File: config.mk
export PLATFORM = sky130hd
export DESIGN_NAME = mac_vert_col_sched
export DESIGN_NICKNAME = d
export VERILOG_FILES = /design/src/rtl/mac_vert_col_sched.sv
export SDC_FILE = /design/constraint.sdc
export NUM_CORES = 1
export LEC_CHECK = 0
export CAP_MARGIN = 10
export CORE_AREA = 2 2 47 49
export DETAILED_ROUTE_END_ITERATION = 8
export DIE_AREA = 0 0 49 51
export GPL_TIMING_DRIVEN = 0
export MAX_ROUTING_LAYER = met4
export PLACE_DENSITY = 0.7
export SETUP_SLACK_MARGIN = 0.15
export SLEW_MARGIN = 25
export SYNTH_ARGS = -nofsm -noshare
export SYNTH_HDL_FRONTEND = slang
export SYNTH_SLANG_ARGS = --single-unit
File: constraint.sdc
create_clock -name clk -period 5.8 [get_ports clk]
set_clock_uncertainty 0.15 [all_clocks]
set_input_delay 1.45 -clock clk [delete_from_list [all_inputs] [get_ports clk]]
set_output_delay 1.45 -clock clk [all_outputs]
set_load 0.05 [all_outputs]
File: src/rtl/mac_vert_col_sched.sv
// mac_vert_col_sched
//   Column scheduler for the bit-serial vertical 32-lane MAC datapath.
//   Each tile walks the non-zero weight bit columns MSB-first, then flushes
//   the two-stage psum/accum pipeline and holds the result until accepted.
//
// Ports
//   clk, reset            clock, asynchronous active-high reset
//   start_valid/ready     tile request handshake; col_mask sampled on it
//   col_mask              bit c set -> weight column c must be issued
//   col_avail / col_fire  weight-column buffer present / consume strobe
//   en_acc, load_accum    MAC accumulate enable, accum_prev base select
//   column_idx, is_msb    shift amount of current column, sign column flag
//   flush_zero            MAC forces a zero psum contribution
//   busy                  scheduler is not idle
//   done_valid/ready      tile result handshake
//
// state  | meaning
// IDLE   | waiting for a tile, start_ready=1
// ISSUE  | issuing highest remaining mask column, stalls on !col_avail
// FLUSH0 | empty mask: zero contribution to fill the first pipeline stage
// FLUSH  | zero contribution, drains the psum/accum pipeline
// DONE   | result stable at MAC output, waits for done_ready

module mac_vert_col_sched #(
   parameter int NUM_COLS      = 8,
   parameter int COL_IDX_WIDTH = 3
) (
   input  logic                     clk,
   input  logic                     reset,
   input  logic                     start_valid,
   output logic                     start_ready,
   input  logic [NUM_COLS-1:0]      col_mask,
   input  logic                     col_avail,
   output logic                     col_fire,
   output logic                     en_acc,
   output logic                     load_accum,
   output logic [COL_IDX_WIDTH-1:0] column_idx,
   output logic                     is_msb,
   output logic                     flush_zero,
   output logic                     busy,
   output logic                     done_valid,
   input  logic                     done_ready
);

   localparam logic [2:0] S_IDLE   = 3'd0;
   localparam logic [2:0] S_ISSUE  = 3'd1;
   localparam logic [2:0] S_FLUSH0 = 3'd2;
   localparam logic [2:0] S_FLUSH  = 3'd3;
   localparam logic [2:0] S_DONE   = 3'd4;

   logic [2:0]               state_q;
   logic [2:0]               state_d;
   logic [NUM_COLS-1:0]      mask_q;
   logic [NUM_COLS-1:0]      mask_d;
   // first_q: one en_acc cycle already issued this tile.
   // lacc_done_q: load_accum already given this tile.
   logic                     first_q;
   logic                     lacc_done_q;
   logic [COL_IDX_WIDTH-1:0] top_idx;
   logic [NUM_COLS-1:0]      top_onehot;
   logic                     start_hs;

   // Priority encoder: the highest set bit wins since later iterations overwrite.
   always_comb begin
      top_idx = '0;
      for (int c = 0; c < NUM_COLS; c++) begin
         if (mask_q[c]) top_idx = COL_IDX_WIDTH'(c);
      end
      top_onehot          = '0;
      top_onehot[top_idx] = 1'b1;
   end

   assign start_hs = (state_q == S_IDLE) && start_valid;

   always_comb begin
      start_ready = 1'b0;
      col_fire    = 1'b0;
      en_acc      = 1'b0;
      column_idx  = '0;
      is_msb      = 1'b0;
      flush_zero  = 1'b0;
      done_valid  = 1'b0;
      case (state_q)
         S_IDLE: start_ready = 1'b1;
         S_ISSUE: begin
            column_idx = top_idx;
            is_msb     = (top_idx == COL_IDX_WIDTH'(NUM_COLS - 1));
            en_acc     = col_avail;
            col_fire   = col_avail;
         end
         S_FLUSH0, S_FLUSH: begin
            en_acc     = 1'b1;
            flush_zero = 1'b1;
         end
         S_DONE: done_valid = 1'b1;
         default: ;
      endcase
   end

   // The MAC adds the previous shift-register value, which is stale on the
   // first en_acc cycle of a tile; the second en_acc cycle takes accum_prev.
   assign load_accum = en_acc && first_q && !lacc_done_q;
   assign busy       = (state_q != S_IDLE);

   always_comb begin
      state_d = state_q;
      mask_d  = mask_q;
      case (state_q)
         S_IDLE: begin
            if (start_valid) begin
               mask_d  = col_mask;
               state_d = (|col_mask) ? S_ISSUE : S_FLUSH0;
            end
         end
         S_ISSUE: begin
            if (col_avail) begin
               mask_d = mask_q & ~top_onehot;
               if (mask_d == '0) state_d = S_FLUSH;
            end
         end
         S_FLUSH0: state_d = S_FLUSH;
         S_FLUSH:  state_d = S_DONE;
         S_DONE: begin
            if (done_ready) state_d = S_IDLE;
         end
         default: state_d = S_IDLE;
      endcase
   end

   always_ff @(posedge clk or posedge reset) begin
      if (reset) begin
         state_q     <= S_IDLE;
         mask_q      <= '0;
         first_q     <= 1'b0;
         lacc_done_q <= 1'b0;
      end else begin
         state_q <= state_d;
         mask_q  <= mask_d;
         if (start_hs) begin
            first_q     <= 1'b0;
            lacc_done_q <= 1'b0;
         end else if (en_acc) begin
            first_q <= 1'b1;
            if (first_q) lacc_done_q <= 1'b1;
         end
      end
   end

endmodule

---- Yosys cells after proc, flatten, opt, wreduce, memory -nomap -nowiden ----
Index checks and enable logic that the tools add are counted.
operators by class
  reductions and logical operators ........ 16
  bitwise operators ....................... 2
  multiplexer cells ....................... 30
  equal/unequal tests ..................... 9
  magnitude comparators ................... 2
operators with widths
  operator                                                    count
  two-way mux 3 bit                                           10
  two-way mux 8 bit                                           2
  case mux 8 bit (2 select lines)                             1
  case mux 3 bit (5 select lines)                             1
  two-way mux 1 bit                                           12
  AND 8 bit                                                   1
  logical NOT 8 bit                                           1
  != test 2 bit, second input constant                        4
  inverter 8 bit                                              1
  OR reduction 8 bit                                          1
  == test 3 x 2 -> 1 bit, second input constant               2
  == test 3 bit, second input constant                        2
  nonzero test 2 bit                                          3
  logical AND 1 bit                                           4
  less-than comparator 3 x 4 -> 1 bit, second input constant  1
  two-way mux 2 bit                                           2
  AND reduction 4 bit                                         1
  demux 1 bit (select 3 bit)                                  1
  == test 3 x 1 -> 1 bit, second input constant               1
  >= comparator 3 x 1 -> 1 bit, second input constant         1
  logical NOT 3 bit                                           1
  AND reduction 3 bit                                         1
  nonzero test 3 bit                                          1
  case mux 1 bit (2 select lines)                             1
  3 further kinds                                             3
word-level totals
  flip-flop bits (word level) ............. 13
  bits of input ports ..................... 13

---- Depth between registers and ports, before layout ----
Gate-level depths: netlist (run 1).
  depth after elaboration ................. 17
  depth in mapped cells ................... 6
  mapped depth without buffers ............ 4

---- Worst setup path before layout (run 1) ----
No wires, ideal clock.
  path type ............................... input to output
  from .................................... input col_avail
  to ...................................... output load_accum
  setup slack ............................. 1.580 ns
  data arrival time ....................... 2.620 ns
  cell stages on the path ................. 3
  cells stage by stage .................... a21o_1 -> nand2_1 -> nor2_1
between the ends
  longest elaborated chain between the ends .. 3
RTL lines
  what                             line  RTL
  start: declaration               33    input logic col_avail,
  case mux 1 bit (2 select lines)  83    case (state_q)
  logical AND 1 bit (2 in series)  102   assign load_accum = en_acc && first_q && !lacc_done_q;
  end: declaration                 36    output logic load_accum,
No other way between the ends.

---- Worst setup path in the final report (run 1) ----
Ends and elaborated chain as after synthesis.

==> results of run 1 <==
[how the worst min path moves through the flow]
stage                 from          end  cells after the start
3_3_place_gp   lacc_done_q  lacc_done_q                      2
4_1_cts        lacc_done_q  lacc_done_q                      2
3_5_place_dp   lacc_done_q  lacc_done_q                      2
5_1_grt        lacc_done_q  lacc_done_q                      2
6_report       lacc_done_q  lacc_done_q                      2
2_1_floorplan  lacc_done_q  lacc_done_q                      2
[sequential cells by signal, indices dropped and copies added, names as in the netlist]
| name | count |
|---|---|
| mask_q | 8 |
| state_q | 3 |
| first_q | 1 |
| lacc_done_q | 1 |
[power breakdown]
group	internal [mW]	total [mW]	leakage, nW	switching (mW)
clock network	0.0267	0.0573	0.0150	0.0306
logic	0.189	0.480	0.295	0.291
registers	0.126	0.162	0.163	0.0358
total	0.341	0.699	0.474	0.358
[per-stage QoR]
stage	utilization (%)	power, mW	cells	hold slack [ns]
2_1_floorplan	-	0.510	91	0.313
3_3_place_gp	51.5	0.634	142	0.333
3_5_place_dp	51.5	0.641	142	0.338
4_1_cts	52.8	0.699	146	0.359
5_1_grt	52.8	0.745	146	0.393
6_report	52.8	0.699	146	0.358
[routing by layer]
metal,part of all wire [%],vias to the layer above,wire length (um),GRT usage [%]
met2,49,29,929,29.2
li1,-,382,-,-
met5,0,-,0,-
met3,5.8,6,110,1.75
met1,44,358,851,21.2
met4,1.1,0,21,5.71
[tightest hold or removal path: stages (launching register included)]
cell,delay [ns]
dfrtp_1,0.35
a21oi_1,0.04
nor2_1,0.07
[logic make-up after synthesis]
group           Yosys count
fa+ha+maj                 2
compound gates           33
flops                    13
simple gates             33
buf+inv                  10
[final cells by class]
cell class / instances / area (sq um) / area share (%)
repair buffers: 23 / 230 / 21.1
clock buffers: 4 / 26.3 / 2.41
well taps: 28 / 35.0 / 3.22
inverters: 5 / 18.8 / 1.72
flip-flops and latches: 13 / 325 / 29.9
plain buffers: 5 / 26.3 / 2.41
multi-input cells: 68 / 427 / 39.2
[synthesized netlist by cell type (all sizes together)]
cell type	n	area share (%)
or3b	1	1.1
nor2b	2	1.6
a21boi	1	0.94
o21ai	9	5.7
clkbuf	1	0.47
o21bai	2	1.9
or4	1	1.4
nor4	3	2.4
or3	2	1.7
a211oi	2	2.5
inv	5	2.4
nor2	8	3.8
nor4b	1	1.1
dfrtp	13	41
maj3	2	2.7
a22o	5	5.5
nand3b	1	0.94
o31ai	1	0.94
and2	1	0.79
nor3b	2	1.9
nor3	1	0.63
o22ai	1	0.79
o21a	1	0.94
a21oi	7	4.4
a21o	3	2.8
a221o	1	1.3
nand2	9	4.2
nand2b	1	1.7
buf	4	2.8
==> out/results.txt, run 1 <==
Critical Path Start Type = primary input
worst setup margin = 1.04 ns
die area = 0.00250 sq mm
Max Fanout on Critical Path = 5
final instance area = 0.00109 sq mm
Final Cycle Share = 82.1%
Starting Density = 38.6%
CP bufs+invs = 2
CP required = 4.20 ns
Yosys Warn Count = 0
area of the mapped netlist = 797 sq um
Synth Instances = 91
Root Buffer = clkbuf_4
Max-slew headroom = 40.6%
reg-to-reg slack, setup = 3.67 ns
Place WS = 1.06 ns
crit-path leading delay family = buffers and inverters
RSZ-0062 raised after global routing = false
Final Max Slew Viols = 0
synthesized area per cell = 8.76 sq um
postcts setup bufs = 0
Vias/cell = 5.31
Worst Setup End Kind = output port
post-synthesis mux area share = 0%
crit path capture = load_accum
Die X = 49 um
fraction of the mapped netlist area in simple logic gates = 23.2%
routed length per instance = 13.1 um
critical path data arrival time = 3.16 ns
clock buffer count from CTS = 3
Clk pin slew, worst setup/hold paths = 0.08 ns
setup TNS = 0 ns
largest net degree at the start of global routing = 14
Reg-to-Reg End = mask_q[1]
Compound-Gate Fraction of Synth Area = 27.6%
WL final = 1910 um
initial antenna violation count = 0
remaining routing DRC violations = 0
final setup vio count = 0
DR pass1 iterations = 4
worst min path class = reg2reg
Skew-Pair Late Insertion Delay = 0.28 ns
Max Cap Viol = 0
DP HPWL = 1440 um
Die Span Y = 51 um
register bit total from synthesis = 13
peak supply drop = 0.344 mV
GR Overflow Total = 0
post-CTS sizing = 0
LEAKAGE = 0.474 nW
via count = 775
CORE AREA = 0.00206 sq mm
R2R depth = 5
Top Ports = 24
commonest non-fill, non-tap cell in the layout = clkdlybuf4s50_1
Seq/Total Area, Yosys = 40.8%
Slowest-stage cell, CP = clkdlybuf4s50_1
CTS tree = built
placed inst area = 0.00106 sq mm
H-tree levels = 1
most used cell, CP = clkdlybuf4s50_1
Fill cells = 207
Worst Setup Path Type = in2out
synth unique cells = 33
final net count = 132
Area Growth Syn to Fin = 36.6%
Global Route Usage Sum = 17.0%
Post-DRT Antenna Nets = 0
Hold Buf Count CTS = 0
share of cells above drive strength 1 = 11.0%
slowest stage delay, CP = 0.81 ns
Tmin final = 4.76 ns
largest family of logic cells by synthesized area = compound AO/OA/AOI/OAI gates
first-pass GRT wire length = 3190 um
CTS Sinks = 13
Hold Fails Final Rpt = 0
Post-Synth Adder-Cell Area = 2.67%
GPL Wtd Cong = 0.818
ANT cells = 0
Worst Setup SP = col_avail
I/O Buffers = 23
Worst-Margin Slew = 0.889 ns
R2R Path Start = state_q[2]
max frequency = 210 MHz
Max clock buf depth = 2
outcome = complete, no violations
CP Cell Sequence = clkdlybuf4s50_1, a21o_1, nand2_1, nor2_1, clkdlybuf4s50_1
initial DRC count = 20
pwr/cell area = 642 mW/mm^2
vias in the first global route = 719
row count = 17
Synth Area in XOR/XNOR = 0%
post-synthesis net count = 104
WP depth = 5
most frequent cells in the layout = clkdlybuf4s50_1, dfrtp_1, nand2_1, o21ai_0, nor2_1
Power figures use the tool's default switching activity.
==> run 2, diff against run 1 <==
==> constraint.sdc (replaced) <==
create_clock -name clk -period 4.7 [get_ports clk]
set_clock_uncertainty 0.15 [all_clocks]
set_input_delay 1.175 -clock clk [delete_from_list [all_inputs] [get_ports clk]]
set_output_delay 1.175 -clock clk [all_outputs]
set_load 0.05 [all_outputs]
==> results of run 2 <==
The final DEF is identical to that of run 1. Status: complete, no violations.
Main changes from that run: setup slack after placement 1.06 ns -> 0.513 ns; setup slack after layout 1.04 ns -> 0.490 ns; register-to-register setup slack 3.67 ns -> 2.57 ns; total power 0.699 mW -> 0.862 mW; worst IR drop on VDD 0.344 mV -> 0.424 mV
==> run 3, diff against run 2 <==
--- a/config.mk
+++ b/config.mk
@@ -9,7 +9,6 @@
 export CORE_AREA = 2 2 47 49
 export DETAILED_ROUTE_END_ITERATION = 8
 export DIE_AREA = 0 0 49 51
-export GPL_TIMING_DRIVEN = 0
 export MAX_ROUTING_LAYER = met4
 export PLACE_DENSITY = 0.7
 export SETUP_SLACK_MARGIN = 0.15
==> run 3 against run 2 <==
Against the previous run:
- hold slack gained 0.014 ns
- die area is the same
- cell count shrank 2.1%
- sequential share of layout area grew 0.14 points
- critical endpoint unchanged
- sequential cell count is the same
- critical path type unchanged
- clock power shrank 1%
- largest power group unchanged
==> out/results.txt, run 3 (synthesized netlist as in run 1, its figures left out) <==
Hold Fails Final Rpt = 0 (unchanged)
routed length per instance = 14.0 um (was 13.1 um)
Max-slew headroom = 65.9% (was 40.6%)
first-pass GRT wire length = 3420 um (was 3190 um)
initial antenna violation count = 0 (unchanged)
Vias/cell = 5.36 (was 5.31)
postcts setup bufs = 0 (unchanged)
RSZ-0062 raised after global routing = false (unchanged)
Area Growth Syn to Fin = 35.9% (was 36.6%)
max frequency = 238 MHz (about the same)
Die Span Y = 51 um (unchanged)
clock buffer count from CTS = 3 (unchanged)
Fill cells = 215 (was 207)
via count = 767 (was 775)
CORE AREA = 0.00206 sq mm (unchanged)
CTS Sinks = 13 (unchanged)
critical path data arrival time = 2.87 ns (was 2.89 ns)
post-CTS sizing = 0 (unchanged)
LEAKAGE = 0.464 nW (was 0.474 nW)
most frequent cells in the layout = clkdlybuf4s50_1, dfrtp_1, nand2_1, o21ai_0, nor2_1 (unchanged)
setup TNS = 0 ns (unchanged)
remaining routing DRC violations = 0 (unchanged)
Starting Density = 38.6% (unchanged)
Final Cycle Share = 89.3% (was 89.6%)
peak supply drop = 0.472 mV (was 0.424 mV)
largest net degree at the start of global routing = 14 (unchanged)
final setup vio count = 0 (unchanged)
Hold Buf Count CTS = 0 (unchanged)
Clk pin slew, worst setup/hold paths = 0.08 ns (about the same)
Max Cap Viol = 0 (unchanged)
Root Buffer = clkbuf_4 (unchanged)
H-tree levels = 1 (unchanged)
Max clock buf depth = 2 (unchanged)
final net count = 129 (was 132)
CTS tree = built (unchanged)
Worst Setup End Kind = output port (unchanged)
pwr/cell area = 798 mW/mm^2 (was 792 mW/mm^2)
DR pass1 iterations = 4 (unchanged)
reg-to-reg slack, setup = 2.74 ns (was 2.57 ns)
GR Overflow Total = 0 (unchanged)
Max Fanout on Critical Path = 5 (unchanged)
Worst Setup Path Type = in2out (unchanged)
Top reg by flops = mask_q (unchanged)
WL final = 2000 um (was 1910 um)
commonest non-fill, non-tap cell in the layout = clkdlybuf4s50_1 (unchanged)
row count = 17 (unchanged)
Regs by FF count = mask_q x8, state_q x3 (unchanged)
Tmin final = 4.20 ns (was 4.21 ns)
Post-DRT Antenna Nets = 0 (unchanged)
hold_sp = mask_q[0] (was lacc_done_q)
GPL Wtd Cong = 0.844 (was 0.818)
die area = 0.00250 sq mm (unchanged)
Worst Setup SP = col_avail (unchanged)
Skew-Pair Late Insertion Delay = 0.28 ns (about the same)
I/O Buffers = 23 (unchanged)
Top Ports = 24 (unchanged)
CP required = 3.38 ns (about the same)
Final Max Slew Viols = 0 (unchanged)
Worst-Margin Slew = 0.511 ns (was 0.889 ns)
initial DRC count = 9 (was 20)
Die X = 49 um (unchanged)
Critical Path Start Type = primary input (unchanged)
outcome = complete, no violations (unchanged)
R2R Path Start = mask_q[3] (was state_q[2])
DP HPWL = 1520 um (was 1440 um)
vias in the first global route = 783 (was 719)
Final Total Pwr = 0.864 mW (was 0.862 mW)
Largest register FFs = 8 (unchanged)
worst min path class = reg2reg (unchanged)
ANT cells = 0 (unchanged)
share of cells above drive strength 1 = 10.4% (was 11.0%)
Global Route Usage Sum = 18.3% (was 17.0%)
## run 3: area by class of cell
type | count | area [sq um] | area share (%)
inverter | 5 | 18.8 | 1.73
multi-input combinational | 68 | 433 | 40.0
timing repair buffer | 25 | 245 | 22.6
tap | 28 | 35.0 | 3.23
clock buffer | 4 | 26.3 | 2.42
sequential | 13 | 325 | 30.0
## run 3: worst paths after layout
path	end	depth (start not counted)
worst min-delay path	mask_q[0]	1
min in group asynchronous	mask_q[7]	2
max in group asynchronous	mask_q[3]	2
worst max register to register	state_q[1]	4
worst max-delay path	load_accum	5
worst min register to register	mask_q[0]	1
## run 3: worst max-delay path, cell delays in order
cell and delay [ns]:
clkdlybuf4s50_1 0.54, a21o_1 0.19, nand2_1 0.06, nor2_1 0.09
clkdlybuf4s50_1 0.81
## run 3: power breakdown
part	leakage, nW	internal, mW	switching [mW]	total (mW)
sequential	0.163	0.155	0.0682	0.224
combinational	0.286	0.231	0.340	0.571
clock	0.0150	0.0329	0.0369	0.0699
total	0.464	0.419	0.445	0.864
## run 3: through the flow
step,std cells,hold slack (ns),utilization [%],worst slack (ns),area (sq um)
floorplan,91,0.313,-,0.922,797
global placement,139,0.331,51.2,0.547,1060
detailed placement,139,0.351,51.2,0.509,1060
CTS,143,0.375,52.5,0.495,1080
global route,143,0.407,52.5,0.402,1080
finish,143,0.372,52.5,0.503,1080
## run 3: routing by layer
metal	routed length [um]	GRT usage [%]	vias up
li1	-	-	378
met1	911	23.0	366
met2	988	30.1	19
met3	61	1.75	4
met4	38	8.57	0
met5	0	-	-
